$ cat src/rtl/oam_dma.sv
// -----------------------------------------------------------------------------
// oam_dma: sprite-attribute (OAM) DMA engine.
//
// A CPU write to TRIGGER_ADDR latches the written byte as the source page and
// copies XFER_LEN bytes from {src_hi, 8'h00} upward to DEST_BASE upward, one
// byte every CYCLES_PER_BYTE clocks, after a one-byte-time start-up delay.
// Pages E0..FF are folded down by 0x20 (echo RAM).
//
// Ports
//   clk         single clock, all state changes on its rising edge
//   rst_n       asynchronous reset, ACTIVE-HIGH despite the name (1 = reset)
//   cpu_wen     CPU bus write strobe
//   cpu_addr    CPU bus address
//   cpu_wdata   CPU bus write data
//   dma_reg     last value written to TRIGGER_ADDR (register readback)
//   dma_active  memory bus owned by this block (bus mux select)
//   dma_done    one-cycle pulse after the final byte has been written
//   mem_r_addr  memory read address (zero while not transferring)
//   mem_r_data  memory read data, combinational from mem_r_addr
//   mem_wen     memory write strobe, committed at the next rising edge
//   mem_w_addr  memory write address (zero while not transferring)
//   mem_w_data  memory write data (read data passed straight through)
// -----------------------------------------------------------------------------
package oam_dma_pkg;
  typedef logic [15:0] addr_t;
  typedef logic [7:0]  data_t;
  typedef enum logic [1:0] {IDLE, START, XFER} state_t;
endpackage

module oam_dma
  import oam_dma_pkg::*;
#(
  parameter int unsigned CYCLES_PER_BYTE = 4,
  parameter int unsigned XFER_LEN        = 160,
  parameter addr_t       TRIGGER_ADDR    = 16'hFF46,
  parameter addr_t       DEST_BASE       = 16'hFE00
) (
  input  logic  clk,
  input  logic  rst_n,
  input  logic  cpu_wen,
  input  addr_t cpu_addr,
  input  data_t cpu_wdata,
  output data_t dma_reg,
  output logic  dma_active,
  output logic  dma_done,
  output addr_t mem_r_addr,
  input  data_t mem_r_data,
  output logic  mem_wen,
  output addr_t mem_w_addr,
  output data_t mem_w_data
);

  localparam int unsigned     DIV_W    = (CYCLES_PER_BYTE > 1) ? $clog2(CYCLES_PER_BYTE) : 1;
  localparam logic [DIV_W-1:0] DIV_LAST = DIV_W'(CYCLES_PER_BYTE - 1);
  localparam data_t           IDX_LAST = data_t'(XFER_LEN - 1);

  state_t           state, state_next;
  logic [DIV_W-1:0] div, div_next;
  data_t            idx, idx_next;
  logic             active_next;
  logic             done_next;
  logic             trigger;
  data_t            src_hi;

  assign trigger = cpu_wen && (cpu_addr == TRIGGER_ADDR);

  // Echo RAM at E000-FDFF mirrors C000-DDFF.
  assign src_hi = (dma_reg < 8'hE0) ? dma_reg : dma_reg - 8'h20;

  // NOTE: every output of this block is given a default before the case so
  // that no path leaves a signal unassigned (which would infer a latch).
  always_comb begin
    state_next  = state;
    div_next    = div;
    idx_next    = idx;
    active_next = dma_active;
    done_next   = 1'b0;
    mem_wen     = 1'b0;
    mem_r_addr  = 16'h0000;
    mem_w_addr  = 16'h0000;
    mem_w_data  = 8'h00;

    unique case (state)
      IDLE: ;
      START: begin
        if (div == DIV_LAST) begin
          state_next  = XFER;
          div_next    = '0;
          idx_next    = '0;
          active_next = 1'b1;
        end else begin
          div_next = div + DIV_W'(1);
        end
      end
      XFER: begin
        mem_r_addr = {src_hi, idx};
        mem_w_addr = DEST_BASE + addr_t'(idx);
        mem_w_data = mem_r_data;
        if (div == DIV_LAST) begin
          mem_wen  = 1'b1;
          div_next = '0;
          if (idx == IDX_LAST) begin
            state_next  = IDLE;
            idx_next    = '0;
            active_next = 1'b0;
            done_next   = 1'b1;
          end else begin
            idx_next = idx + 8'd1;
          end
        end else begin
          div_next = div + DIV_W'(1);
        end
      end
      default: state_next = IDLE;
    endcase

    // A new trigger wins over everything: it kills the pending strobe and any
    // completion pulse, and restarts. The bus lock is kept as it was, so a
    // restart out of XFER never hands the bus back to the CPU mid-copy.
    if (trigger) begin
      state_next  = START;
      div_next    = '0;
      idx_next    = '0;
      active_next = dma_active;
      done_next   = 1'b0;
      mem_wen     = 1'b0;
    end
  end

  // NOTE: sequential state uses non-blocking assignments so every register
  // samples pre-edge values regardless of process evaluation order.
  always_ff @(posedge clk or posedge rst_n) begin
    if (rst_n) begin
      state      <= IDLE;
      div        <= '0;
      idx        <= '0;
      dma_reg    <= 8'h00;
      dma_active <= 1'b0;
      dma_done   <= 1'b0;
    end else begin
      state      <= state_next;
      div        <= div_next;
      idx        <= idx_next;
      dma_active <= active_next;
      dma_done   <= done_next;
      if (trigger) dma_reg <= cpu_wdata;
    end
  end

endmodule

$ cat config.mk
export PLATFORM = sky130hd
export DESIGN_NAME = oam_dma
export DESIGN_NICKNAME = d
export VERILOG_FILES = /design/src/rtl/oam_dma.sv
export SDC_FILE = /design/constraint.sdc
export NUM_CORES = 1
export LEC_CHECK = 0
export BUFFER_PORTS_ARGS = -buffer_cell sky130_fd_sc_hd__buf_2
export CAP_MARGIN = 20
export CORE_ASPECT_RATIO = 0.7
export CORE_MARGIN = 5
export CORE_UTILIZATION = 47
export CTS_CLUSTER_DIAMETER = 150
export DETAILED_ROUTE_END_ITERATION = 8
export GPL_TIMING_DRIVEN = 0
export PLACE_DENSITY = 0.85
export SLEW_MARGIN = 20
export SYNTH_ARGS = -nofsm -noshare
export SYNTH_HDL_FRONTEND = slang
export SYNTH_SLANG_ARGS = --single-unit
$ cat constraint.sdc
create_clock -name clk -period 3.7 [get_ports clk]
set_input_delay 0 -clock clk [delete_from_list [all_inputs] [get_ports clk]]
set_output_delay 0 -clock clk [all_outputs]
set_load 0.02 [all_outputs]
# Yosys cells after proc, flatten, opt, wreduce, memory -nomap -nowiden
# Cells that the tools add are included.
# W data, S select, Z words.
[totals]
ff_bits = 22
input_bits = 35
wordCells = 61
[classes]
n_addsub = 4
magnitude_cmp = 1
n_eq_ne = 12
muxes = 28
bitwise = 1
n_reduce_logical = 9
[ops]
columns = ["cell", "count"]
rows = [
  ["$mux W8", 6],
  ["$mux W16", 2],
  ["$eq A16 B16 Y1 const B", 1],
  ["$pmux W8 S2", 1],
  ["$mux W2", 7],
  ["$add A10 B9 Y11 const A", 1],
  ["$mux W1", 10],
  ["$ne A3 B3 Y1 const B", 3],
  ["$add A8 B1 Y8 const B", 1],
  ["$eq A8 B8 Y1 const B", 1],
  ["$lt A8 B8 Y1 const B", 1],
  ["$ne A2 B2 Y1 const B", 4],
  ["$sub A8 B6 Y8 const B", 1],
  ["$pmux W2 S3", 1],
  ["$reduce_and A5 Y1", 1],
  ["$eq A2 B2 Y1 const B", 2],
  ["$reduce_and A4 Y1", 1],
  ["$reduce_bool A2 Y1", 2],
  ["$reduce_and A3 Y1", 1],
  ["$reduce_bool A3 Y1", 1],
  ["$add A2 B1 Y2 const B", 1],
  ["$eq A2 B1 Y1 const B", 1],
  ["$logic_not A2 Y1", 1],
  ["$pmux W1 S2", 1],
  ["other kinds (3)", 3],
]

# Logic depth before layout (Yosys ltp)
# Gate-level depths: netlist of run 1.
[depth]
word_depth = 5
depth_mapped = 6
mapped_depth_nobuf = 6

# Least setup slack after synthesis of run 1
# No wires, ideal clock.
[synth_path]
kind = "register to register"
from = "reg state[0]"
to = "reg idx[5]"
arrival_time_ps = 1884
t_required_ps = 3618
setup_slack_ps = 1734
stages_incl_launch_ff = 7
n_path_buf = 0
period_less_slack_ps = 1966
path_cell_list = "dfrtp_1 -> inv_1 -> ha_1 -> nand2_1 -> a21oi_1 -> or3b_2 -> a31oi_1"
[synth_via]
elab_chain_len = 3
word_cells_on_any_way = 8
classes_between = "eq/ne: 4; mux: 2; reduce/logical: 2"
[synth_lines]
columns = ["item", "line", "source"]
rows = [
  ["start, declared", "57", "state_t state, state_next;"],
  ["start signal, assigned", "141", "state <= state_next;"],
  ["$eq A2 B1 Y1 / $eq A2 B2 Y1 (equally long branches)", "83", "unique case (state)"],
  ["$ne A3 B3 Y1 (no source line) (tied with other cells)", "-", ""],
  ["$reduce_and A3 Y1 (no source line) / $mux W8 (equally long branches)", "-", ""],
  ["end signal, assigned", "143", "idx <= idx_next;"],
  ["end, declared", "59", "data_t idx, idx_next;"],
]
# Parallel ways exist; a longest one is shown, timed or not.
# A chain may end at the register's enable or synchronous reset.

# Worst setup path in the final report of run 1
[layout_path]
from = "reg state[0]"
to = "out mem_w_addr[3]"
[layout_via]
elab_chain_len = 2
[layout_lines]
columns = ["item", "line", "source"]
rows = [
  ["$eq A2 B2 Y1", "83", ""],
  ["$mux W16", "83", ""],
  ["end, declared", "49", "output addr_t mem_w_addr,"],
]
# No other way between the ends.

==> flow_metrics.env, run 1 <==
export IMPL_status="complete, no violations"
export IMPL_drtAntennaViolNets=0
export IMPL_vias=1561
export IMPL_drc=0
export IMPL_layout_drive_gt1_share_pct=43.89
export IMPL_place_area_sq_um=1962
export IMPL_numCtsBuffers=3
export IMPL_drv_cap=0
export IMPL_fp_row_count=17
export IMPL_end_kind="output port"
export IMPL_finalSetupTns_ns=0
export IMPL_crit_buf_inv=5
export IMPL_routed_wirelength_um=4320
export IMPL_seq_area_sq_um=550.5
export IMPL_fmax_mhz=413.2
export IMPL_placement_io_buffers=84
export IMPL_final_fill_count=221
export IMPL_multi_input_area_sq_um=752.0
export IMPL_pin_count=86
export IMPL_start_util_pct=48.11
export IMPL_async_flop_share_pct=100.0
export IMPL_synth_edf_count=0
export IMPL_period_share_pct=65.40
export IMPL_timing_critical_path_mode_cell="clkbuf_1"
export IMPL_die_w_um=77.39
export IMPL_clk_pin_slew_worst_paths_ns=0.09
export IMPL_netlist_area_sq_um=1494
export IMPL_cp_cell_sequence="inv_1 > ha_1 > clkbuf_1 > clkbuf_1 > and2_1 > buf_4 > buf_2"
export IMPL_synth_seq_area_share_pct=36.85
export IMPL_synth_nets=206
export IMPL_hold_violations=0
export IMPL_cts_tree="done"
export IMPL_whs_path_depth=4
export IMPL_hp_class="input pin to flop"
export IMPL_reg2reg_depth=6
export IMPL_skew_ns=0.008632
export IMPL_grt_pass1_vias=1484
export IMPL_netlist_instances=165
export IMPL_crit_path_start_kind="flop"
export IMPL_vias_per_cell=5.203
export IMPL_cp_depth=7
export IMPL_cellLeakagePower_nw=1.199
export IMPL_grt_max_degree=23
export IMPL_setup_viol=0
export IMPL_wl_per_cell_um=14.40
export IMPL_drtIter0Drc=101
export IMPL_ff2ff_setup_slack_ns=1.51
export IMPL_worstSetupPathType="flop to output port"
export IMPL_diodes=0
export IMPL_final_max_slew_violation_count=0
export IMPL_slew_headroom_pct=43.39
export IMPL_power_density_nw_per_um2=573.4
export IMPL_design_area_sq_um=2123
export IMPL_crit_slowest_cell="ha_1"
export IMPL_cp_top_family="buffers and inverters"
export IMPL_syn_area_per_cell_sq_um=9.054
export IMPL_synth_distinct_cells=39
export IMPL_crit_required_ns=3.70
export IMPL_power_mw=1.218
export IMPL_rsz0062_at_grt="no"
export IMPL_worstMarginPinSlew_ns=0.8414
export IMPL_grt_use_total_pct=18.92
export IMPL_cts_max_level=1
export IMPL_root_buffer="clkbuf_8"
export IMPL_area_delta_synth_final_pct=42.13
export IMPL_antenna_found_initial=0
export IMPL_grt_overflow_total=0
export IMPL_synth_flop_cell="dfrtp_1"
export IMPL_worst_path_max_fanout=14
export IMPL_dieArea_sq_um=4424
export IMPL_crit_arrival_ns=2.42
export IMPL_cts_buffer_depth=2
export IMPL_synth_seq_cells=22
export IMPL_postCtsSetupBuffers=0
export IMPL_num_nets_final=304
export IMPL_gp_congestion=0.8622
export IMPL_drtPass1Iterations=4
export IMPL_max_stage_delay_ns=0.45
export IMPL_dp_hpwl_um=3030
export IMPL_clock_latency_ns=0.27
export IMPL_grt_pass1_wl_um=6927
export IMPL_core_region_area_sq_um=3105
export IMPL_die_h_um=57.17
export IMPL_ir_drop_v=0.0003463
export IMPL_clock_sinks=22
export IMPL_fin_crit_ns=2.420
export IMPL_yosys_warnings=0
-- cells in the mapped netlist (3+ instances only) --
| cell | n | area (sq um) |
|---|---|---|
| nor2_1 | 9 | 33.78 |
| clkbuf_1 | 3 | 11.26 |
| mux2_2 | 3 | 33.78 |
| o21ai_0 | 7 | 35.03 |
| inv_1 | 9 | 33.78 |
| a31oi_1 | 5 | 31.28 |
| dfrtp_1 | 22 | 550.5 |
| nor3_1 | 3 | 15.01 |
| mux2_4 | 3 | 45.04 |
| a21oi_1 | 6 | 30.03 |
| buf_4 | 15 | 112.6 |
| ha_1 | 6 | 75.07 |
| nand3_1 | 7 | 35.03 |
| nand2_1 | 13 | 48.80 |
| and2_1 | 21 | 131.4 |
| nand4_1 | 3 | 18.77 |
-- worst reg2reg max path: stages, from the launching register on --
cell and delay (ns):
dfrtp_1 0.39, inv_1 0.12, ha_1 0.45, nand2_1 0.23
a21oi_1 0.30, or3b_2 0.47, a31oi_1 0.16
-- cell usage in the layout (no fill, tap or decap), types with 7 or more instances in the layout --
| cell type | Yosys | final |
|---|---|---|
| and2_1 | 21 | 21 |
| buf_2 | 1 | 85 |
| buf_4 | 15 | 15 |
| dfrtp_1 | 22 | 22 |
| dlygate4sd3_1 | 0 | 9 |
| inv_1 | 9 | 9 |
| nand2_1 | 13 | 13 |
| nand3_1 | 7 | 7 |
| nor2_1 | 9 | 9 |
| o21ai_0 | 7 | 7 |
-- metal layers --
| metal | GRT usage (%) | part of all wire, % | wire length [um] | up-vias |
|---|---|---|---|---|
| li1 | - | - | - | 751 |
| met1 | 22.34 | 40 | 1720 | 736 |
| met2 | 33.93 | 50 | 2175 | 68 |
| met3 | 5.836 | 8.5 | 367 | 6 |
| met4 | 4.167 | 1.3 | 57 | 0 |
| met5 | 0 | 0 | 0 | - |
-- per-stage QoR --
| stage | cells | hold slack [ns] | util [%] | setup slack [ns] |
|---|---|---|---|---|
| 6_report | 300 | 0.08124 | 68.37 | 1.280 |
| 5_1_grt | 300 | 0.08911 | 68.37 | 1.120 |
| 4_1_cts | 300 | 0.07603 | 68.37 | 1.280 |
| 3_5_place_dp | 287 | 0.2112 | 63.17 | 1.585 |
| 3_3_place_gp | 287 | 0.2035 | 63.17 | 1.597 |
| 2_1_floorplan | 165 | -0.01077 | - | 1.734 |
-- final cells by class --
type	count	share of cell area, %
Buffer	21	7.425
Clock buffer	3	1.945
Clock inverter	1	1.414
Inverter	9	1.591
Multi-Input combinational cell	113	35.42
Sequential cell	22	25.93
Tap cell	38	2.239
Timing Repair Buffer	93	24.04
-- repair_timing --
action,CTS,global route
gates resized for setup,0,0
hold buffers,9,0
endpoints found under the hold margin,30,0
-- worst paths after layout --
check	startpoint	to
worst max-delay path	state[0]	mem_w_addr[3]
worst min-delay path	cpu_addr[0]	state[0]
worst max register to register	state[0]	idx[5]
worst min register to register	dma_active	dma_active
max in group asynchronous	rst_n	state[1]
min in group asynchronous	rst_n	dma_reg[5]
-- power by group --
part	total (mW)	leakage (nW)	switching (mW)	internal (mW)
clock	0.226	0.0357	0.0811	0.145
sequential	0.363	0.263	0.0704	0.292
combinational	0.629	0.900	0.365	0.265
-- cell families (layout without fill, tap and decap cells) --
logic type / Yosys count / in the layout / share of synthesized area (%)
compound gates: 27 / 27 / 11.31
flops: 22 / 22 / 36.85
simple gates: 71 / 71 / 27.14
other cells: 1 / 1 / 0.2510
buf+inv: 30 / 127 / 12.81
mux: 8 / 8 / 6.616
fa+ha+maj: 6 / 6 / 5.025
Note: power is estimated with default switching activity, not from simulation.
==> inputs of run 2 (changes only) <==
--- a/config.mk
+++ b/config.mk
@@ -5,15 +5,16 @@
 export SDC_FILE = /design/constraint.sdc
 export NUM_CORES = 1
 export LEC_CHECK = 0
+export ABC_AREA = 1
 export BUFFER_PORTS_ARGS = -buffer_cell sky130_fd_sc_hd__buf_2
 export CAP_MARGIN = 20
 export CORE_ASPECT_RATIO = 0.7
 export CORE_MARGIN = 5
-export CORE_UTILIZATION = 47
+export CORE_UTILIZATION = 46
 export CTS_CLUSTER_DIAMETER = 150
 export DETAILED_ROUTE_END_ITERATION = 8
 export GPL_TIMING_DRIVEN = 0
-export PLACE_DENSITY = 0.85
+export PLACE_DENSITY = 0.81
 export SLEW_MARGIN = 20
 export SYNTH_ARGS = -nofsm -noshare
 export SYNTH_HDL_FRONTEND = slang
==> constraint.sdc (replaced) <==
create_clock -name clk -period 2.5 [get_ports clk]
set_input_delay 0 -clock clk [delete_from_list [all_inputs] [get_ports clk]]
set_output_delay 0 -clock clk [all_outputs]
set_load 0.02 [all_outputs]
==> run 2 against run 1 <==
Compared with the run above: register-to-register slack worse by 0.78 ns; critical path depth up 1; die area up 13%; sequential power up 23%; setup slack worse by 0.81 ns; clock skew down 0.0058 ns; largest cell class unchanged.
==> flow_metrics.env, run 2 <==
export IMPL_status="complete, no violations"
export IMPL_clock_sinks=22
export IMPL_hp_start="cpu_addr[3]"
export IMPL_crit_required_ns=2.50
export IMPL_whs_path_depth=4
export IMPL_vias=1745
export IMPL_async_flop_share_pct=100.0
export IMPL_yosys_warnings=0
export IMPL_antenna_found_initial=0
export IMPL_rsz0062_at_grt="no"
export IMPL_ir_drop_v=0.0004396
export IMPL_synth_distinct_cells=28
export IMPL_synth_top_area_share_pct=32.79
export IMPL_yosysTopAreaCell="dfrtp_1"
export IMPL_yosys_top_cells_area="dfrtp_1 (33%), nand2_1 (18%), inv_1 (9.8%)"
export IMPL_area_delta_synth_final_pct=38.38
export IMPL_start_util_pct=47.79
export IMPL_pin_count=86
export IMPL_worstMarginPinSlew_ns=0.8342
export IMPL_final_cell_mix="buf_2 (85), nand2_1 (81), inv_1 (44)"
export IMPL_hp_class="input pin to flop"
export IMPL_worst_path_max_fanout=10
export IMPL_core_region_area_sq_um=3513
export IMPL_end_kind="output port"
export IMPL_ff2ff_setup_slack_ns=0.73
export IMPL_synth_seq_area_share_pct=32.79
export IMPL_final_max_slew_violation_count=0
export IMPL_setup_viol=0
export IMPL_hold_violations=0
export IMPL_gp_congestion=0.8841
export IMPL_drtPass1Iterations=4
export IMPL_drv_cap=0
export IMPL_clock_latency_ns=0.26
export IMPL_cellLeakagePower_nw=1.520
export IMPL_cts_tree="done"
export IMPL_layout_commonest_cell="buf_2"
export IMPL_cts_max_level=1
export IMPL_reg2reg_depth=10
export IMPL_fmax_mhz=492.2
export IMPL_netlist_instances=248
export IMPL_fin_crit_ns=2.032
export IMPL_cts_buffer_depth=2
export IMPL_vias_per_cell=4.418
export IMPL_grt_pass1_vias=1606
export IMPL_diodes=0
export IMPL_num_nets_final=387
export IMPL_period_share_pct=81.27
export IMPL_dieArea_sq_um=4978
export IMPL_worstSetupPathType="flop to output port"
export IMPL_power_mw=1.640
export IMPL_drtIter0Drc=74
export IMPL_yosysMostFrequentCell="nand2_1"
export IMPL_grt_pass1_wl_um=6651
export IMPL_grt_use_total_pct=17.23
export IMPL_skew_ns=0.002848
export IMPL_netlist_area_sq_um=1679
export IMPL_postCtsSetupBuffers=0
export IMPL_layout_drive_gt1_share_pct=37.10
export IMPL_final_fill_count=325
export IMPL_crit_path_start_kind="flop"
export IMPL_wl_per_cell_um=10.32
export IMPL_synth_flop_cell="dfrtp_1"
export IMPL_grt_max_degree=23
export IMPL_clk_pin_slew_worst_paths_ns=0.08
export IMPL_root_buffer="clkbuf_8"
export IMPL_power_density_nw_per_um2=705.9
export IMPL_r2r_end="idx[5]"
export IMPL_die_w_um=82.21
export IMPL_die_h_um=60.55
export IMPL_routed_wirelength_um=4078
export IMPL_synth_edf_count=0
export IMPL_drtAntennaViolNets=0
export IMPL_drc=0
export IMPL_slew_headroom_pct=44.33
export IMPL_crit_arrival_ns=2.03
export IMPL_dp_hpwl_um=3301
export IMPL_finalSetupTns_ns=0
export IMPL_numCtsBuffers=3
export IMPL_placement_io_buffers=84
export IMPL_syn_area_per_cell_sq_um=6.771
export IMPL_synth_seq_cells=22
export IMPL_fp_row_count=18
export IMPL_hold_path_end="state[0]"
export IMPL_synthTopCellsByCount="nand2_1 (81), inv_1 (44), dfrtp_1 (22)"
export IMPL_grt_overflow_total=0
export IMPL_synth_nets=289
export IMPL_r2r_start="state[0]"
==> run 2: cell types whose count changed in the layout (fill, tap and decap cells not counted), sizes merged, moves of 3 or more <==
cell | previous run | this run
and2 | 22 | 1
nand2 | 13 | 83
inv | 9 | 48
nor2 | 9 | 23
a31oi | 5 | 0
nand3 | 7 | 22
nand4 | 3 | 6
a21oi | 6 | 3
mux2 | 6 | 0
==> run 2: per-stage QoR <==
step	cells	hold WS [ns]	utilization, %	worst slack [ns]	area, sq um
2_1_floorplan	248	-0.01077	-	0.7770	1679
3_5_place_dp	382	0.2003	61.54	0.7252	2162
5_1_grt	395	0.1702	66.13	0.2415	2323
6_report	395	0.1507	66.13	0.4683	2323
4_1_cts	395	0.1496	66.13	0.4306	2323
3_3_place_gp	382	0.1981	61.54	0.7858	2162
==> run 2: worst max-delay path by stage <==
stage,start,end,slack [ns]
2_1_floorplan,state[0],mem_w_addr[1],0.78
3_3_place_gp,state[0],idx[7],0.79
3_5_place_dp,state[0],mem_w_addr[2],0.73
4_1_cts,state[0],mem_w_addr[2],0.43
5_1_grt,state[0],mem_w_addr[7],0.24
6_report,state[0],mem_w_addr[2],0.47
==> run 2: final cells by class <==
type                            instances  area (sq um)  share of cell area [%]
Sequential cell                        22         550.5                   23.69
Buffer                                 20         140.1                   6.031
Clock buffer                            3         41.29                   1.777
Inverter                               48         180.2                   7.754
Multi-Input combinational cell        158         808.3                   34.79
Timing Repair Buffer                   93         510.5                   21.97
Tap cell                               50         62.56                   2.693
Clock inverter                          1         30.03                   1.292
==> run 2: report_power, final <==
part           total [mW]  switching (mW)  leakage, nW  internal [mW]
clock               0.329           0.115       0.0357          0.214
combinational       0.864           0.539         1.20          0.326
sequential          0.447          0.0456        0.285          0.401
total                1.64           0.699         1.52          0.941
==> run 2: critical path: stages, from the launching register on <==
cell,delay [ns]
dfrtp_1,0.40
inv_1,0.09
ha_1,0.29
buf_4,0.22
clkbuf_1,0.34
nand2_1,0.10
inv_1,0.08
buf_4,0.10
buf_2,0.15
==> run 2: per-layer routing <==
layer  track usage (%)  vias up  wire [um]  share of wire (%)
met2             26.94       75       1768                 43
li1                  -      928          -                  -
met5                 0        -          0                  0
met4             3.791        0         17               0.42
met1             23.73      740       1874                 46
met3             5.193        2        418                 10
==> run 2: timing repair <==
action,in CTS,in global routing
hold buffers,9,0
resized for setup,0,0
hold endpoints to repair,30,0
setup endpoints to repair,0,0
==> run 2: kinds of logic after synthesis <==
logic type / share of synthesized area (%)
AO/OA/AOI/OAI: 3.651
adder cells (fa/ha/maj): 4.471
buffers and inverters: 19.08
flip-flops: 32.79
other: 0.2233
AND/OR/NAND/NOR: 39.79
==> inputs of run 3 (changes only) <==
--- a/config.mk
+++ b/config.mk
@@ -10,11 +10,11 @@
 export CAP_MARGIN = 20
 export CORE_ASPECT_RATIO = 0.7
 export CORE_MARGIN = 5
-export CORE_UTILIZATION = 46
+export CORE_UTILIZATION = 41
 export CTS_CLUSTER_DIAMETER = 150
 export DETAILED_ROUTE_END_ITERATION = 8
 export GPL_TIMING_DRIVEN = 0
-export PLACE_DENSITY = 0.81
+export PLACE_DENSITY = 0.76
 export SLEW_MARGIN = 20
 export SYNTH_ARGS = -nofsm -noshare
 export SYNTH_HDL_FRONTEND = slang
==> constraint.sdc (replaced) <==
create_clock -name clk -period 1.8 [get_ports clk]
set_input_delay 0 -clock clk [delete_from_list [all_inputs] [get_ports clk]]
set_output_delay 0 -clock clk [all_outputs]
set_load 0.02 [all_outputs]
==> run 3 against run 2 <==
Compared with the run above: wire length is 2.3% higher; clock-buffer cell count grew 1; largest cell class unchanged; highest routed layer unchanged; first-iteration DRC count increased by 82%; die area increased by 10%; via count rose by 1.5%.
==> flow_metrics.env, run 3 (same netlist as run 2, synthesis figures left out) <==
export IMPL_routed_wirelength_um=4170
export IMPL_drc=0
export IMPL_die_w_um=86.49
export IMPL_p_seq_share_pct=28.0
export IMPL_finalSetupTns_ns=0
export IMPL_whs_path_depth=4
export IMPL_dieArea_sq_um=5496
export IMPL_clock_latency_ns=0.27
export IMPL_num_nets_final=386
export IMPL_skew_ns=0.006189
export IMPL_fp_row_count=19
export IMPL_cts_tree="done"
export IMPL_placement_io_buffers=84
export IMPL_period_share_pct=91.11
export IMPL_worstSetupPathType="flop to output port"
export IMPL_status="complete, no violations"
export IMPL_diodes=0
export IMPL_vias=1772
export IMPL_end_kind="output port"
export IMPL_worstMarginPinSlew_ns=0.8214
export IMPL_crit_required_ns=1.80
export IMPL_p_switching_mw=0.9862
export IMPL_cts_buffer_depth=2
export IMPL_start_util_pct=42.55
export IMPL_drtPass1Iterations=4
export IMPL_hold_violations=0
export IMPL_setup_viol=0
export IMPL_grt_overflow_total=0
export IMPL_pin_count=86
export IMPL_clock_sinks=22
export IMPL_crit_path_start_kind="flop"
export IMPL_drv_cap=0
export IMPL_final_cell_mix="buf_2 (85), nand2_1 (81), inv_1 (43)"
export IMPL_drtIter0Drc=135
export IMPL_antenna_found_initial=0
export IMPL_post_place_ws_ns=0.02405
export IMPL_final_fill_count=362
export IMPL_reg2reg_depth=9
export IMPL_clk_pin_slew_worst_paths_ns=0.08
export IMPL_grt_pass1_wl_um=6810
export IMPL_drtAntennaViolNets=0
export IMPL_core_region_area_sq_um=3946
export IMPL_vias_per_cell=4.475
export IMPL_worst_slack_ns=0.1600
export IMPL_numCtsBuffers=3
export IMPL_grt_pass1_vias=1555
export IMPL_final_max_slew_violation_count=0
export IMPL_area_delta_synth_final_pct=38.60
export IMPL_ir_drop_v=0.0007546
export IMPL_dp_hpwl_um=3298
export IMPL_rsz0062_at_grt="no"
export IMPL_grt_use_total_pct=15.09
export IMPL_postCtsSetupBuffers=0
export IMPL_hp_class="input pin to flop"
export IMPL_p_clk_share_pct=16.2
export IMPL_crit_arrival_ns=1.64
export IMPL_slew_headroom_pct=45.18
export IMPL_swShare_pct=44.44
export IMPL_die_h_um=63.54
export IMPL_combPwrFrac_pct=55.8
export IMPL_gp_congestion=0.8347
export IMPL_layout_drive_gt1_share_pct=38.37
export IMPL_power_density_nw_per_um2=953.5
export IMPL_cellLeakagePower_nw=1.518
export IMPL_intPower_mw=1.233
export IMPL_worst_path_max_fanout=15
export IMPL_fmax_mhz=609.7
export IMPL_wl_per_cell_um=10.53
export IMPL_cts_max_level=1
export IMPL_layout_commonest_cell="buf_2"
export IMPL_fin_crit_ns=1.640
export IMPL_grt_max_degree=23
export IMPL_root_buffer="clkbuf_8"
run 3: per-layer routing:
layer / up-vias / track usage, % / share of wire, %
met5: - / 0 / 0
met4: 0 / 2.335 / 0.34
met1: 767 / 20.84 / 46
met2: 77 / 23.57 / 43
li1: 926 / - / -
met3: 2 / 4.557 / 11
run 3: critical path: stages (launching register included):
cell and delay [ns]:
dfrtp_1 0.41, inv_2 0.09, ha_4 0.24, inv_2 0.14
nor2_4 0.14, nand2_1 0.08, inv_1 0.08, buf_2 0.17
run 3: what timing repair did:
action | in CTS | in global routing
hold buffers | 9 | 0
endpoints found under the setup margin | 28 | 19
hold endpoints to repair | 30 | 0
gates resized for setup | 6 | 3
gates cloned | 0 | 0
run 3: stage by stage:
step / instances / hold slack, ns / utilization [%] / area, sq um / power [mW]
after global placement: 384 / 0.2013 / 54.85 / 2165 / 1.796
final: 396 / 0.1404 / 58.97 / 2327 / 2.219
after CTS: 397 / 0.1421 / 59.04 / 2330 / 2.238
after global routing: 396 / 0.1744 / 58.97 / 2327 / 2.381
after detailed placement: 384 / 0.2047 / 54.85 / 2165 / 1.825
after floorplan: 248 / -0.01077 / - / 1679 / 1.478
run 3: final cells by class:
| cell class | count | area [sq um] | area share (%) |
|---|---|---|---|
| clock buffers | 4 | 55.05 | 2.366 |
| inverters | 48 | 180.2 | 7.742 |
| well taps | 52 | 65.06 | 2.796 |
| repair buffers | 93 | 510.5 | 21.94 |
| flip-flops and latches | 22 | 550.5 | 23.66 |
| plain buffers | 19 | 137.6 | 5.914 |
| multi-input cells | 158 | 828.3 | 35.59 |
run 3: power by group through the flow:
stage | Combinational [mW] | Clock [mW] | Sequential [mW]
5_1_grt | 1.36 | 0.382 | 0.634
3_3_place_gp | 1.17 | 0 | 0.626
4_1_cts | 1.25 | 0.370 | 0.621
2_1_floorplan | 0.856 | 0 | 0.622
6_report | 1.24 | 0.359 | 0.622
3_5_place_dp | 1.20 | 0 | 0.627
run 3: path summary, 6_finish.rpt:
path                        startpoint         end  slack, ns
setup / recovery              state[0]     mem_wen       0.16
max in group asynchronous        rst_n      div[1]       0.86
hold / removal             cpu_addr[3]    state[0]       0.14
hold reg to reg             dma_active  dma_active       0.48
setup reg to reg              state[0]      idx[7]       0.23
min in group asynchronous        rst_n  dma_reg[1]       0.43
